### config.mk
export PLATFORM = sky130hd
export DESIGN_NAME = freq_meter_bcd
export DESIGN_NICKNAME = d
export VERILOG_FILES = /design/src/rtl/freq_meter_bcd.sv
export SDC_FILE = /design/constraint.sdc
export NUM_CORES = 1
export LEC_CHECK = 0
export ABC_CLOCK_PERIOD_IN_PS = 6000
export CAP_MARGIN = 20
export CORE_AREA = 2 2 82 92
export DETAILED_ROUTE_END_ITERATION = 7
export DIE_AREA = 0 0 84 94
export PLACE_DENSITY_LB_ADDON = 0.25
export SYNTH_ARGS = -nofsm -noshare
export SYNTH_HDL_FRONTEND = slang
export SYNTH_SLANG_ARGS = --single-unit
### constraint.sdc
create_clock -name ckht -period 6 [get_ports ckht]
set_input_delay 1.5 -clock ckht [delete_from_list [all_inputs] [get_ports ckht]]
set_output_delay 1.5 -clock ckht [all_outputs]
set_load 0.01 [all_outputs]
### src/rtl/freq_meter_bcd.sv
// Frequency meter: counts synchronized rising edges of sig_in over a gate window
// of N ckht cycles and publishes the count as saturating packed BCD.
module freq_meter_bcd #(
    parameter int N      = 50000000,
    parameter int DIGITS = 4
) (
    input  logic                  ckht,
    input  logic                  rst,
    input  logic                  sig_in,
    output logic [4*DIGITS-1:0]   freq_bcd,
    output logic                  ovf,
    output logic                  done,
    output logic                  valid
);

    localparam int CW = (N > 1) ? $clog2(N) : 1;
    localparam logic [CW-1:0] GATE_LAST = CW'(N - 1);

    typedef enum logic {
        FLUSH,
        MEASURE
    } state_t;

    state_t state, state_nxt;
    logic   flush_cnt;

    logic s1, s2, s3;
    logic rise;

    logic [CW-1:0]       gate;
    logic [4*DIGITS-1:0] live, live_inc, live_nxt;
    logic                ovf_live, ovf_live_nxt;
    logic                all_nines;
    logic                gate_en, count_en, close;

    // Two-flop synchronizer plus one history flop for edge detection.
    always_ff @(posedge ckht or posedge rst) begin
        if (rst) begin
            s1 <= 1'b0;
            s2 <= 1'b0;
            s3 <= 1'b0;
        end else begin
            // NOTE: non-blocking assignments make all three flops sample the
            // pre-edge values, so the chain really is three stages deep.
            s1 <= sig_in;
            s2 <= s1;
            s3 <= s2;
        end
    end

    assign rise = s2 & ~s3;

    always_ff @(posedge ckht or posedge rst) begin
        if (rst) begin
            state     <= FLUSH;
            flush_cnt <= 1'b0;
        end else begin
            state <= state_nxt;
            if (state == FLUSH) begin
                flush_cnt <= 1'b1;
            end
        end
    end

    always_comb begin
        // NOTE: every combinational output gets a default first so no path
        // through the case leaves it unassigned (which would infer a latch).
        state_nxt = state;
        gate_en   = 1'b0;
        case (state)
            FLUSH: begin
                if (flush_cnt) begin
                    state_nxt = MEASURE;
                end
            end
            MEASURE: begin
                gate_en = 1'b1;
            end
            default: state_nxt = FLUSH;
        endcase
    end

    assign close    = gate_en && (gate == GATE_LAST);
    assign count_en = gate_en & rise;

    // BCD ripple increment and all-nines detection for saturation.
    always_comb begin
        logic carry;
        live_inc  = live;
        all_nines = 1'b1;
        carry     = 1'b1;
        for (int d = 0; d < DIGITS; d++) begin
            if (live[4*d +: 4] != 4'd9) begin
                all_nines = 1'b0;
            end
            if (carry) begin
                if (live[4*d +: 4] == 4'd9) begin
                    live_inc[4*d +: 4] = 4'd0;
                end else begin
                    live_inc[4*d +: 4] = live[4*d +: 4] + 4'd1;
                    carry              = 1'b0;
                end
            end
        end
    end

    assign live_nxt     = (count_en && !all_nines) ? live_inc : live;
    assign ovf_live_nxt = ovf_live | (count_en & all_nines);

    always_ff @(posedge ckht or posedge rst) begin
        if (rst) begin
            gate     <= '0;
            live     <= '0;
            ovf_live <= 1'b0;
            freq_bcd <= '0;
            ovf      <= 1'b0;
            done     <= 1'b0;
            valid    <= 1'b0;
        end else begin
            if (!gate_en || close) begin
                gate <= '0;
            end else begin
                gate <= gate + CW'(1);
            end

            // The closing cycle's own edge belongs to the window being published.
            if (close) begin
                freq_bcd <= live_nxt;
                ovf      <= ovf_live_nxt;
                done     <= 1'b1;
                valid    <= 1'b1;
                live     <= '0;
                ovf_live <= 1'b0;
            end else begin
                done     <= 1'b0;
                live     <= live_nxt;
                ovf_live <= ovf_live_nxt;
            end
        end
    end

endmodule

==> results of run 1 <==
[kinds of logic (layout without fill, tap and decap cells)]
| family | Yosys count | in the layout | synth area share |
|---|---|---|---|
| flops | 67 | 67 | 0.548 |
| buf+inv | 21 | 47 | 0.0368 |
| mux | 9 | 9 | 0.0303 |
| compound gates | 30 | 30 | 0.0569 |
| simple gates | 145 | 145 | 0.241 |
| fa+ha+maj | 1 | 1 | 0.00409 |
| xor+xnor | 29 | 29 | 0.0830 |
[path summary, 6_finish.rpt]
| path | slack, ns | to | from | cells past startpoint |
|---|---|---|---|---|
| max | 3.25 | freq_bcd[8] | freq_bcd[8]$_DFFE_PP0P_ | 1 |
| min | 0.34 | s2$_DFF_PP0_ | s1$_DFF_PP0_ | 0 |
| max reg2reg | 3.72 | freq_bcd[0]$_DFFE_PP0P_ | gate[0]$_DFF_PP0_ | 5 |
| min reg2reg | 0.34 | s2$_DFF_PP0_ | s1$_DFF_PP0_ | 0 |
| max in group asynchronous | 3.76 | gate[7]$_DFF_PP0_ | rst | 3 |
| min in group asynchronous | 1.73 | freq_bcd[12]$_DFFE_PP0P_ | rst | 3 |
[Yosys cell counts, types with 6 or more instances]
master | instances | area, µm²
dfrtp_1 | 67 | 1680
mux2i_1 | 7 | 70.1
xor2_1 | 18 | 158
nor3_1 | 6 | 30.0
inv_1 | 11 | 41.3
nor2_1 | 61 | 229
nand4_1 | 9 | 56.3
xnor2_1 | 11 | 96.3
nand2_1 | 21 | 78.8
a21oi_1 | 21 | 105
nand3_1 | 17 | 85.1
[cell type report]
class	instances	area (µm²)
fill	647	3430
sequential	67	1680
multi-input combinational	214	1270
timing repair buffer	22	218
clock buffer	11	141
tap	85	106
inverter	11	41.3
clock inverter	3	40.0
[sequential cells by signal, indices dropped and copies added, names as in the netlist]
| name | count |
|---|---|
| done | 1 |
| flush_cnt | 1 |
| freq_bcd | 16 |
| gate | 26 |
| live | 16 |
| ovf | 1 |
| ovf_live | 1 |
| s1 | 1 |
| s2 | 1 |
| s3 | 1 |
| state | 1 |
| valid | 1 |
[per-layer routing]
layer | vias up | part of all wire | track usage
met3 | 10 | 0.037 | 0.0475
met4 | 0 | 0.016 | 0.0618
met2 | 31 | 0.48 | 0.243
met5 | - | 0 | 0
li1 | 1066 | - | -
met1 | 1000 | 0.46 | 0.178
[through the flow]
| step | hold WS, ns | total power, W |
|---|---|---|
| 2_1_floorplan | 0.331 | 0.000544 |
| 3_3_place_gp | 0.344 | 0.000559 |
| 3_5_place_dp | 0.337 | 0.000561 |
| 4_1_cts | 0.348 | 0.000919 |
| 5_1_grt | 0.351 | 0.000949 |
| 6_report | 0.343 | 0.000906 |
[report_power, final]
group / switching, W / internal, W
Sequential: 0.0000196 / 0.000469
Combinational: 0.0000350 / 0.0000278
Clock: 0.000157 / 0.000197
Total: 0.000212 / 0.000694
==> run metrics, run 1 <==
status finished, final reports clean; crit-path cells clkdlybuf4s50_1; Rel. slew slack 0.452; crit path buf inv count 1; number of register bits inferred by synthesis 67; Remaining DRCs 0; FP Rows 32; Crit. End Element primary output; synthesized area 0.00306 mm²; post-synthesis cell type count 44; CTS tree built; commonest cells after routing, fill and taps aside 67 x dfrtp_1, 61 x nor2_1, 21 x nand2_1, 21 x a21oi_1, 21 x clkdlybuf4s50_1; WP data required 4.50 ns; Num CTS Buffers 9; kind of critical path reg2out; syn_area_per_cell 10.1 µm²; deepest clock path buffer count 2; Routed Antenna Nets 0; Yosys warning count 0; die width 84 µm; Initial Util 0.442; Die Y 94 µm; # clock sinks 67; vias in the first global route 2046; setup ws final 3.25 ns; Final HPWL DP 3440 µm; Gate Count Post-Synth 302; Hold Crit Class reg2reg; unrepaired setup endpoints after global routing no; Max stage delay on crit path 0.54 ns; Layout Cells excl Fill 413; placed inst area 0.00331 mm²; commonest non-fill, non-tap cell in the layout dfrtp_1; largest net degree at the start of global routing 68; final worst-path cycle share 0.458; Place WS 3.30 ns; clk_skew 0.0104 ns; fmax 364 MHz; H-tree levels 3; Post-Route WL 5260 µm; final setup fails 0; Fin Setup TNS 0 ns; P&R area growth vs syn 14.2%; initial antenna violation count 0; Post-synth EDFFs 0; Lkg Pwr 1.56 nW; total gr overflow 0; Synth Flop Type dfrtp_1; post-layout min period 2.75 ns; clock-pin transition on the worst setup and hold timing paths 0.07 ns; Core Util, Final 0.504; IO Port Bufs 21; Worst-Skew Late Latency 0.34 ns; critical path fanouts, max 2; Startpoint Class flop; crit path DAT 1.25 ns; final hold vios 0; core box area 0.00693 mm²; initial DRC count 120; Max-Cap Viols 0; Top-Level Pins 22; register area share after synthesis 0.548; VDD IR-drop max 0.120 mV; post-CTS resize count 0; PwrDens 259 mW/mm²; syn_nets 306; layout cell share with drive strength beyond 1 0.0732; total die area 0.00790 mm²; Post-Place Cells 399; routed vias/inst 5.10; Top Family by Delay on Critical Path buffers and inverters; Total GRT Usage 0.147; Final Cell Area 0.00349 mm²; slowest cell on the critical path clkdlybuf4s50_1; ys async rst share 1.00; cts-stage hold buffer count 0; n_diodes 0; NumNets Final 329; Max Slew Vio Count 0; first-pass GRT wire length 9170 µm; drt pass-1 iters 4; number of setup buffers added after CTS 0; routed via count 2107; GPL Wtd Cong 0.799; routed len/inst 12.7 µm; Clock Root Buffer clkbuf_8; Tightest Pin Transition 0.820 ns
Power figures use the tool's default switching activity.
==> run 2: changes to the inputs <==
Settings changed: ABC_CLOCK_PERIOD_IN_PS 6000 to 2600.
Clock period 6 ns to 2.6 ns, I/O delays scaled along.
==> run metrics, run 2 (synthesis results as in run 1) <==
multi-input logic area 0.00127 mm²; commonest non-fill, non-tap cell in the layout dfrtp_1; crit path DAT 2.38 ns; Max stage delay on crit path 0.42 ns; setup ws final 0.493 ns; kind of critical path reg2reg; fmax 474 MHz; drt pass-1 iters 4; WHS 0.360 ns; met1 WL 2710 µm; clock-pin transition on the worst setup and hold timing paths 0.07 ns; Top reg by flops gate; Top-Level Pins 22; core box area 0.00693 mm²; FF+latch area 0.00168 mm²; Top Family by Delay on Critical Path simple AND/OR/NAND/NOR gates; Remaining DRCs 0; Rel. slew slack 0.555; Place WS 0.476 ns; critical path fanouts, max 20; top flop regs gate x26, freq_bcd x16, live x16; PwrDens 627 mW/mm²; H-tree levels 3; layout cell share with drive strength beyond 1 0.101; post-layout min period 2.11 ns; Clock Root Buffer clkbuf_8; NumNets Final 337; final setup fails 0; number of setup buffers added after CTS 0; Routed Antenna Nets 0; Die Y 94 µm; Initial Util 0.442; Num CTS Buffers 9; P&R area growth vs syn 18.1%; routed via count 2139; Post-Route WL 5630 µm; initial antenna violation count 0; crit path buf inv count 1; Startpoint Class flop; flip-flop count of the largest register after layout 26; clk_skew 0.00809 ns; largest net degree at the start of global routing 25; Max-Cap Viols 0; Worst-Skew Late Latency 0.35 ns; WP data required 2.87 ns; vias in the first global route 2097; final hold vios 0; crit-path cells ha_1 -> nand3_1 -> nor4_4 -> and4_4 -> buf_4 -> mux2i_1; Max Slew Vio Count 0; post-CTS resize count 0; FILL cells 641; routed len/inst 13.3 µm; placed inst area 0.00338 mm²; routed vias/inst 5.06; total die area 0.00790 mm²; first-pass GRT wire length 10100 µm; IO Port Bufs 21; routed wl met3 177 µm; deepest clock path buffer count 2; Fin Setup TNS 0 ns; FP Rows 32; DR WL met2 2620 µm; Final HPWL DP 3930 µm; Total GRT Usage 0.162; total gr overflow 0; status finished, final reports clean; n_diodes 0; die width 84 µm; # clock sinks 67; Final Cell Area 0.00361 mm²; top layer in use met4; unrepaired setup endpoints after global routing no; commonest cells after routing, fill and taps aside 67 x dfrtp_1, 61 x nor2_1, 21 x nand2_1, 21 x a21oi_1, 21 x clkdlybuf4s50_1; GPL Wtd Cong 0.786; Lkg Pwr 1.62 nW; Hold Crit Class reg2reg; VDD IR-drop max 0.314 mV; Tightest Pin Transition 0.662 ns; slowest cell on the critical path and4_4; cts-stage hold buffer count 0; Core Util, Final 0.521; final worst-path cycle share 0.811; Crit. End Element flop; CTS tree built; initial DRC count 69
run 2: cell types whose count changed in the layout (fill, tap and decap cells not counted), sizes merged:
cell and change:
buf +8, bufinv +1, clkbuf +1, clkinv -1, clkinvlp +1
run 2: final timing paths:
path | from | to | slack [ns] | cells past startpoint
setup / recovery | gate[0]$_DFF_PP0_ | freq_bcd[12]$_DFFE_PP0P_ | 0.49 | 6
hold / removal | s1$_DFF_PP0_ | s2$_DFF_PP0_ | 0.36 | 0
setup reg to reg | gate[0]$_DFF_PP0_ | freq_bcd[12]$_DFFE_PP0P_ | 0.49 | 6
hold reg to reg | s1$_DFF_PP0_ | s2$_DFF_PP0_ | 0.36 | 0
max in group asynchronous | rst | ovf$_DFFE_PP0P_ | 1.36 | 3
min in group asynchronous | rst | live[13]$_DFF_PP0_ | 0.65 | 2
run 2: worst reg2reg max path, delay by kind of cell (launching register included):
kind	cells	cell delay [ns]
flip-flops	1	0.39
multiplexers	1	0.20
adder cells (fa/ha/maj)	1	0.21
AND/OR/NAND/NOR	3	0.97
buffers and inverters	1	0.27
run 2: final cells by class:
| type | count | share of cell area |
|---|---|---|
| well taps | 85 | 0.0294 |
| inverters | 11 | 0.0114 |
| clock inverters | 4 | 0.0201 |
| clock buffers | 12 | 0.0430 |
| multi-input cells | 214 | 0.352 |
| flip-flops and latches | 67 | 0.464 |
| repair buffers | 30 | 0.0804 |
run 2: per-layer routing:
metal  global-route usage  up-vias
met5                    0        -
li1                     -     1083
met4               0.0659        0
met3               0.0448       14
met2                0.259       30
met1                0.209     1012
run 2: through the flow:
step           std cells  power, W
2_1_floorplan        302   0.00126
3_3_place_gp         407   0.00129
3_5_place_dp         407   0.00130
4_1_cts              423   0.00229
5_1_grt              423   0.00236
6_report             423   0.00226
run 2: where the power goes:
group          internal (W)  switching [W]
combinational     0.0000682      0.0000807
clock              0.000591       0.000398
sequential          0.00108      0.0000452
